$ cat config.mk
export PLATFORM = sky130hd
export DESIGN_NAME = id_stage
export DESIGN_NICKNAME = d
export VERILOG_FILES = /design/src/rtl/id_stage.sv
export SDC_FILE = /design/constraint.sdc
export NUM_CORES = 2
export LEC_CHECK = 0
export ABC_AREA = 0
export CORE_ASPECT_RATIO = 0.9
export CORE_MARGIN = 5
export CORE_UTILIZATION = 38
export DETAILED_ROUTE_END_ITERATION = 12
export PLACE_DENSITY = 0.6
export SYNTH_ARGS = -nofsm -noshare
export SYNTH_HDL_FRONTEND = slang
export SYNTH_SLANG_ARGS = --single-unit
export TNS_END_PERCENT = 5
$ cat constraint.sdc
create_clock -name clk_i -period 42.7 [get_ports clk_i]
set_clock_uncertainty 0.1 [all_clocks]
set_input_delay 6.405 -clock clk_i [delete_from_list [all_inputs] [get_ports clk_i]]
set_output_delay 6.405 -clock clk_i [all_outputs]
set_load 0.02 [all_outputs]
$ cat src/rtl/id_stage.sv
// Instruction-decode stage: register file, control decode, load-use detection, ID/EX register.
// Latency: IF/ID contents appear on IDEX_* one rising edge later; register reads bypass WB.
// Backpressure: ID_stall_o (combinational) holds IF/ID for one cycle on a load-use hazard.
module id_stage (
  input  logic        clk_i,
  input  logic        rst_i,
  input  logic [31:0] IFID_pc_i,
  input  logic [31:0] IFID_ir_i,
  input  logic        MEM_ctrl_pc_src_i,
  input  logic        WB_reg_write_i,
  input  logic [4:0]  WB_write_reg_i,
  input  logic [31:0] WB_write_data_i,
  output logic        ID_stall_o,
  output logic [31:0] IDEX_pc_o,
  output logic [31:0] IDEX_rs_data_o,
  output logic [31:0] IDEX_rt_data_o,
  output logic [31:0] IDEX_imm_o,
  output logic [4:0]  IDEX_rs_o,
  output logic [4:0]  IDEX_rt_o,
  output logic [4:0]  IDEX_rd_o,
  output logic        IDEX_reg_write_o,
  output logic        IDEX_mem_to_reg_o,
  output logic        IDEX_mem_read_o,
  output logic        IDEX_mem_write_o,
  output logic        IDEX_branch_o,
  output logic        IDEX_alu_src_o,
  output logic        IDEX_reg_dst_o,
  output logic [1:0]  IDEX_alu_op_o
);

  localparam logic [5:0] OP_RTYPE = 6'b000000;
  localparam logic [5:0] OP_LW    = 6'b100011;
  localparam logic [5:0] OP_SW    = 6'b101011;
  localparam logic [5:0] OP_BEQ   = 6'b000100;
  localparam logic [5:0] OP_ADDI  = 6'b001000;

  // Instruction fields
  logic [5:0]  w_opcode;
  logic [4:0]  w_rs;
  logic [4:0]  w_rt;
  logic [4:0]  w_rd;
  logic [31:0] w_imm;

  assign w_opcode = IFID_ir_i[31:26];
  assign w_rs     = IFID_ir_i[25:21];
  assign w_rt     = IFID_ir_i[20:16];
  assign w_rd     = IFID_ir_i[15:11];
  assign w_imm    = {{16{IFID_ir_i[15]}}, IFID_ir_i[15:0]};

  // Register file storage; entry 0 is never written so it stays zero after reset
  logic [31:0] r_regs [0:31];

  // WB write port: rising-edge write, writes to r0 dropped, async clear on reset
  always_ff @(posedge clk_i or posedge rst_i) begin
    if (rst_i) begin
      for (int i = 0; i < 32; i++) begin
        r_regs[i] <= 32'd0;
      end
    end else if (WB_reg_write_i && (WB_write_reg_i != 5'd0)) begin
      r_regs[WB_write_reg_i] <= WB_write_data_i;
    end
  end

  // Read ports with write-through so a WB write in this cycle is seen by this decode
  logic        w_wb_active;
  logic [31:0] w_rs_data;
  logic [31:0] w_rt_data;

  assign w_wb_active = WB_reg_write_i && (WB_write_reg_i != 5'd0);

  // Operand A read: r0 forced to zero, then bypass, then array
  always_comb begin
    w_rs_data = 32'd0;
    if (w_rs == 5'd0) begin
      w_rs_data = 32'd0;
    end else if (w_wb_active && (WB_write_reg_i == w_rs)) begin
      w_rs_data = WB_write_data_i;
    end else begin
      w_rs_data = r_regs[w_rs];
    end
  end

  // Operand B read: same structure as operand A
  always_comb begin
    w_rt_data = 32'd0;
    if (w_rt == 5'd0) begin
      w_rt_data = 32'd0;
    end else if (w_wb_active && (WB_write_reg_i == w_rt)) begin
      w_rt_data = WB_write_data_i;
    end else begin
      w_rt_data = r_regs[w_rt];
    end
  end

  // Control decode
  logic       w_reg_write;
  logic       w_mem_to_reg;
  logic       w_mem_read;
  logic       w_mem_write;
  logic       w_branch;
  logic       w_alu_src;
  logic       w_reg_dst;
  logic [1:0] w_alu_op;
  logic       w_known_op;
  logic       w_uses_rt;

  // Opcode table; unknown opcodes decode to all-zero control and never count as known
  always_comb begin
    w_reg_write  = 1'b0;
    w_mem_to_reg = 1'b0;
    w_mem_read   = 1'b0;
    w_mem_write  = 1'b0;
    w_branch     = 1'b0;
    w_alu_src    = 1'b0;
    w_reg_dst    = 1'b0;
    w_alu_op     = 2'b00;
    w_known_op   = 1'b0;
    w_uses_rt    = 1'b0;
    case (w_opcode)
      OP_RTYPE: begin
        w_reg_write = 1'b1;
        w_reg_dst   = 1'b1;
        w_alu_op    = 2'b10;
        w_known_op  = 1'b1;
        w_uses_rt   = 1'b1;
      end
      OP_LW: begin
        w_reg_write  = 1'b1;
        w_mem_to_reg = 1'b1;
        w_mem_read   = 1'b1;
        w_alu_src    = 1'b1;
        w_known_op   = 1'b1;
      end
      OP_SW: begin
        w_mem_write = 1'b1;
        w_alu_src   = 1'b1;
        w_known_op  = 1'b1;
        w_uses_rt   = 1'b1;
      end
      OP_BEQ: begin
        w_branch   = 1'b1;
        w_alu_op   = 2'b01;
        w_known_op = 1'b1;
        w_uses_rt  = 1'b1;
      end
      OP_ADDI: begin
        w_reg_write = 1'b1;
        w_alu_src   = 1'b1;
        w_known_op  = 1'b1;
      end
      default: begin
        w_known_op = 1'b0;
      end
    endcase
  end

  // Load-use hazard: the load in EX targets a register this instruction reads
  logic w_rs_match;
  logic w_rt_match;
  logic w_hazard;

  assign w_rs_match = (IDEX_rt_o == w_rs);
  assign w_rt_match = (IDEX_rt_o == w_rt) && w_uses_rt;
  assign w_hazard   = IDEX_mem_read_o && (IDEX_rt_o != 5'd0) && w_known_op &&
                      (w_rs_match || w_rt_match);

  // A taken branch in MEM flushes instead, so fetch can redirect to the target
  assign ID_stall_o = w_hazard && !MEM_ctrl_pc_src_i;

  logic w_bubble;
  assign w_bubble = MEM_ctrl_pc_src_i || w_hazard;

  // ID/EX data fields: loaded every cycle, contents are irrelevant under a bubble
  always_ff @(posedge clk_i or posedge rst_i) begin
    if (rst_i) begin
      IDEX_pc_o      <= 32'd0;
      IDEX_rs_data_o <= 32'd0;
      IDEX_rt_data_o <= 32'd0;
      IDEX_imm_o     <= 32'd0;
      IDEX_rs_o      <= 5'd0;
      IDEX_rt_o      <= 5'd0;
      IDEX_rd_o      <= 5'd0;
    end else begin
      IDEX_pc_o      <= IFID_pc_i;
      IDEX_rs_data_o <= w_rs_data;
      IDEX_rt_data_o <= w_rt_data;
      IDEX_imm_o     <= w_imm;
      IDEX_rs_o      <= w_rs;
      IDEX_rt_o      <= w_rt;
      IDEX_rd_o      <= w_rd;
    end
  end

  // ID/EX control fields: flush or hazard inserts a bubble, otherwise take the decode
  always_ff @(posedge clk_i or posedge rst_i) begin
    if (rst_i) begin
      IDEX_reg_write_o  <= 1'b0;
      IDEX_mem_to_reg_o <= 1'b0;
      IDEX_mem_read_o   <= 1'b0;
      IDEX_mem_write_o  <= 1'b0;
      IDEX_branch_o     <= 1'b0;
      IDEX_alu_src_o    <= 1'b0;
      IDEX_reg_dst_o    <= 1'b0;
      IDEX_alu_op_o     <= 2'b00;
    end else if (w_bubble) begin
      IDEX_reg_write_o  <= 1'b0;
      IDEX_mem_to_reg_o <= 1'b0;
      IDEX_mem_read_o   <= 1'b0;
      IDEX_mem_write_o  <= 1'b0;
      IDEX_branch_o     <= 1'b0;
      IDEX_alu_src_o    <= 1'b0;
      IDEX_reg_dst_o    <= 1'b0;
      IDEX_alu_op_o     <= 2'b00;
    end else begin
      IDEX_reg_write_o  <= w_reg_write;
      IDEX_mem_to_reg_o <= w_mem_to_reg;
      IDEX_mem_read_o   <= w_mem_read;
      IDEX_mem_write_o  <= w_mem_write;
      IDEX_branch_o     <= w_branch;
      IDEX_alu_src_o    <= w_alu_src;
      IDEX_reg_dst_o    <= w_reg_dst;
      IDEX_alu_op_o     <= w_alu_op;
    end
  end

endmodule

# Yosys cells after proc, flatten, opt, wreduce, memory -nomap -nowiden
# Index checks and enable logic that the tools add are counted.
# W data, S select, Z words.
dict set report word_totals {
  ff_bits 1159
  input_bits 105
}
dict set report classes {
  order_cmp 4
  eq_ne 8
  n_mux 29
  bitwise 3
  n_reduce_logical 21
}
# op count
set op_table {}
lappend op_table {{$bwmux W1024} 1}
lappend op_table {{$bmux W32 S5} 2}
lappend op_table {{$mux W32} 9}
lappend op_table {{$demux W32 S5} 1}
lappend op_table {{$eq A5 B5 Y1} 4}
lappend op_table {{$ge A6 B6 Y1 const B} 3}
lappend op_table {{$not A5 Y6} 3}
lappend op_table {{$mux W1} 14}
lappend op_table {{$eq A6 B6 Y1 const B} 2}
lappend op_table {{$logic_not A5 Y1} 2}
lappend op_table {{$reduce_bool A5 Y1} 2}
lappend op_table {{$logic_and A1 B1 Y1} 9}
lappend op_table {{$reduce_or A3 Y1} 3}
lappend op_table {{$eq A6 B3 Y1 const B} 1}
lappend op_table {{$eq A6 B4 Y1 const B} 1}
lappend op_table {{$logic_not A6 Y1} 1}
lappend op_table {{$lt A6 B1 Y1 const B} 1}
lappend op_table {{$reduce_or A5 Y1} 1}
lappend op_table {{$pmux W2 S2} 1}
lappend op_table {{$logic_or A1 B1 Y1} 2}
lappend op_table {{$mux W2} 1}
lappend op_table {{$logic_not A1 Y1} 1}

# Logic depth before layout (Yosys ltp)
dict set report logic_depth {
  depth_word 8
  ltp_mapped 11
}

# Worst setup path after synthesis
# OpenSTA, ideal clock, no wires.
dict set report synth_path {
  path_kind {input-to-output}
  startpoint {in IFID_ir_i[21]}
  endpoint {out ID_stall_o}
  t_arrival_ns 7.913
  required_ns 36.195
  slack_ns 28.282
  stages 7
  cell_sequence {buf_2 > buf_4 > buf_2 > xnor2_1 > nand3_1 > a221o_1 > nor2_1}
}
dict set report synth_via {
  elab_chain_cells 4
}
# item line
set synth_rtl {}
lappend synth_rtl {{from (decl)} 8} ;# input logic [31:0] IFID_ir_i,
lappend synth_rtl {{$eq A5 B5 Y1} 162} ;# assign w_rs_match = (IDEX_rt_o == w_rs);
lappend synth_rtl {{$logic_or A1 B1 Y1} 165} ;# (w_rs_match || w_rt_match);
lappend synth_rtl {{$logic_and A1 B1 Y1} 164} ;# assign w_hazard = IDEX_mem_read_o && (IDEX_rt_o != 5'd0) && w_known_op &&
lappend synth_rtl {{$logic_and A1 B1 Y1} 168} ;# assign ID_stall_o = w_hazard && !MEM_ctrl_pc_src_i;
lappend synth_rtl {{to (decl)} 13} ;# output logic ID_stall_o,
# No other way between the ends.

# Worst setup path in the final report
dict set report layout_path {
  startpoint {in IFID_ir_i[16]}
  endpoint {out ID_stall_o}
}
dict set report layout_via {
  elab_chain_cells 5
}
# item line
set layout_rtl {}
lappend layout_rtl {{$eq A5 B5 Y1} 163} ;# assign w_rt_match = (IDEX_rt_o == w_rt) && w_uses_rt;
lappend layout_rtl {{$logic_and A1 B1 Y1} 163}
lappend layout_rtl {{$logic_or A1 B1 Y1} 165}
lappend layout_rtl {{$logic_and A1 B1 Y1} 164}
lappend layout_rtl {{$logic_and A1 B1 Y1} 168}
# No other way between the ends.

==> impl_metrics.tcl <==
set metrics [dict create \
    vias 38900 \
    io_pins 258 \
    max_freq_mhz 65.3 \
    numCtsBuffers 134 \
    clk_pin_slew_ns 0.05 \
    htree_levels 4 \
    die_y_um 383 \
    synthCells 4033 \
    postCtsSetupBuffers 0 \
    leakage_nw 28.8 \
    hold_viol 0 \
    worstPathMaxFanout 63 \
    hold_buffers 0 \
    dp_hpwl_um 115000 \
    ys_async_sr_fraction_pct 100 \
    antenna_found_initial 10 \
    grt_setup_unrepaired "no" \
    start_util_pct 38.4 \
    port-buffer-count 257 \
    cp-end-kind "output port" \
    final-max-slew-violation-count 0 \
    synth_edf_count 0 \
    finalSetupViolCount 0 \
    ys_top_cells_by_count "dfrtp_1, mux2_2, mux4_2" \
    nNetsFinal 4177 \
    postSynthAreaPerCell_um2 14.6 \
    synth_area_leaders "dfrtp_1, mux2_2, mux4_2" \
    ant_nets 0 \
    cp_data_arrival_time_ns 8.80 \
    wire_per_inst_um 33.5 \
    yosys.area.top_type "dfrtp_1" \
    final_area_um2 67100 \
    synth_top_flop_cell "dfrtp_1" \
    dieArea_um2 163000 \
    p_total_mw 3.22 \
    drive_above_1_share_pct 42.7 \
    fin_cells 6176 \
    first_pass_iters 5 \
    placedCellCount 5937 \
    grt_pass1_wl_um 298000 \
    first_iter_violations 4195 \
    swShare_pct 27.3 \
    ys_ff_latch 1153 \
    min_period_ns 15.31 \
    area_delta_synth_final_pct 14.3 \
    synthesis.area_um2 58700 \
    die_w_um 424 \
    place_area_um2 62600 \
    min_path_type "reg -> reg" \
    grt-ovfl-total 0 \
    hold_depth 0 \
    synth_cell_type_count 65 \
    finalCritPeriodShare_pct 35.9 \
    seq_power_share_pct 44.5 \
    grt_usage_pct 25.2 \
    routed_wl_um 207000 \
    synth_warnings 0 \
    synth.most_common_cell "dfrtp_1" \
    combPwrFrac_pct 19.0 \
    ir_drop_uv 44.1 \
    crit_type "in -> out" \
    synth_top_area_share_pct 49.1 \
    via_per_inst 6.29 \
    max-slew-margin-rel_pct 17.7 \
    worstPathRequired_ns 36.20 \
    clock_sinks 1153 \
    clk_latency_ns 0.77 \
    place_congestion 0.788 \
    p_int_mw 2.34 \
    core_region_area_um2 153000 \
    cts.repair.resized 0 \
    status "finished clean" \
    start_kind "input pin" \
    tightest_slew_ns 1.23 \
    finalSetupTns_ns 0 \
    seq_area_frac_synth_pct 49.1 \
    fp-row-count 136 \
    final.fill_count 13900 \
    drv_cap 0 \
    grt_pass1_vias 39400 \
    synth_nets 4138 \
    powerDensity_nw_per_um2 47.9 \
    grt_max_degree 165 \
    p_clk_share_pct 36.5 \
    clockBufferDepth 3 \
    drc 0 \
    ctsRootBufferMaster "clkbuf_16" \
    power.net_switching_uw 878 \
    reg2regPathDepth 5 \
    tritoncts "done" \
]
## cell families (layout without fill, tap and decap cells)
logic type             after synthesis  count (layout)  synth area share [%]
multiplexers                      1654            1654                  38.7
flip-flops                        1153            1153                  49.1
buffers and inverters              470             608                  3.94
AO/OA/AOI/OAI                      454             454                  5.65
AND/OR/NAND/NOR                    282             282                  2.33
XOR/XNOR                            20              20                 0.298
other                                0               4                     0
## critical path: stages
cell and delay [ns]:
buf_8 0.52, xor2_1 0.14, nor4_1 0.35, o211ai_1 0.15, a221o_1 0.44, nor2_1 0.13, clkdlybuf4s50_1 0.62
## power groups by stage
stage,combinational [mW],clock [mW],sequential (mW)
after global routing,0.655,1.24,1.45
final,0.611,1.18,1.43
after CTS,0.612,1.20,1.42
after floorplan,0.449,0,1.42
after detailed placement,0.610,0,1.44
after global placement,0.600,0,1.43
## metal layers
metal / vias to the layer above / global-route usage, % / part of all wire (%)
met5: - / 0 / 0
met4: 0 / 9.46 / 4.0
met3: 427 / 5.28 / 8.0
met2: 1818 / 39.5 / 47
met1: 21100 / 34.7 / 41
li1: 15500 / - / -
## worst paths after layout
check,from,slack [ns],end
worst max-delay path,IFID_ir_i[16],27.39,ID_stall_o
worst min-delay path,r_regs[1015]$_DFFE_PP0P_,0.30,r_regs[1015]$_DFFE_PP0P_
worst max register to register,IDEX_rt_o[0]$_DFF_PP0_,40.27,IDEX_alu_op_o[0]$_DFF_PP0_
worst min register to register,r_regs[1015]$_DFFE_PP0P_,0.30,r_regs[1015]$_DFFE_PP0P_
max in group asynchronous,rst_i,32.62,IDEX_rs_data_o[14]$_DFF_PP0_
min in group asynchronous,rst_i,6.10,IDEX_pc_o[14]$_DFF_PP0_
## flip-flops by register name, indices dropped and copies added, names as in the netlist
name,flops
IDEX_alu_op_o,2
IDEX_alu_src_o,1
IDEX_imm_o,12
IDEX_mem_read_o,1
IDEX_mem_write_o,1
IDEX_pc_o,32
IDEX_rd_o,4
IDEX_reg_dst_o,1
IDEX_reg_write_o,1
IDEX_rs_data_o,32
IDEX_rs_o,5
IDEX_rt_data_o,32
IDEX_rt_o,5
r_regs,1024
## cells in the final DEF (no fill, tap or decap), drive strengths merged, types with 17 or more instances in the layout
master         instances
a211oi                34
o221ai                22
nand2                105
mux2                1015
clkbuf               203
dfrtp               1153
a221oi                33
clkdlybuf4s50        247
nor2                  54
nor3                  26
nor2b                 17
a21oi                 82
a221o                 28
o21ai                 42
buf                  121
o22ai                 39
a22oi                 95
nand3                 30
mux4                 390
a32o                  32
mux2i                249
## final cells by class
| type | instances | area, um2 | share of cell area [%] |
|---|---|---|---|
| flip-flops and latches | 1153 | 28900 | 43.0 |
| multi-input cells | 2410 | 27800 | 41.4 |
| clock buffers | 202 | 4060 | 6.05 |
| repair buffers | 369 | 3460 | 5.16 |
| well taps | 2001 | 2500 | 3.73 |
| clock inverters | 33 | 412 | 0.613 |
| inverters | 4 | 22.5 | 0.0336 |
| diodes | 4 | 10.0 | 0.0149 |
## metrics by stage
stage | hold slack [ns] | util (%) | worst slack (ns)
finish | 0.297 | 43.8 | 27.39
CTS | 0.298 | 43.8 | 27.35
global route | 0.305 | 43.8 | 27.26
global placement | 0.277 | 40.9 | 27.28
detailed placement | 0.284 | 40.9 | 27.36
floorplan | 0.341 | - | 3.72
Note: power is estimated with default switching activity, not from simulation.
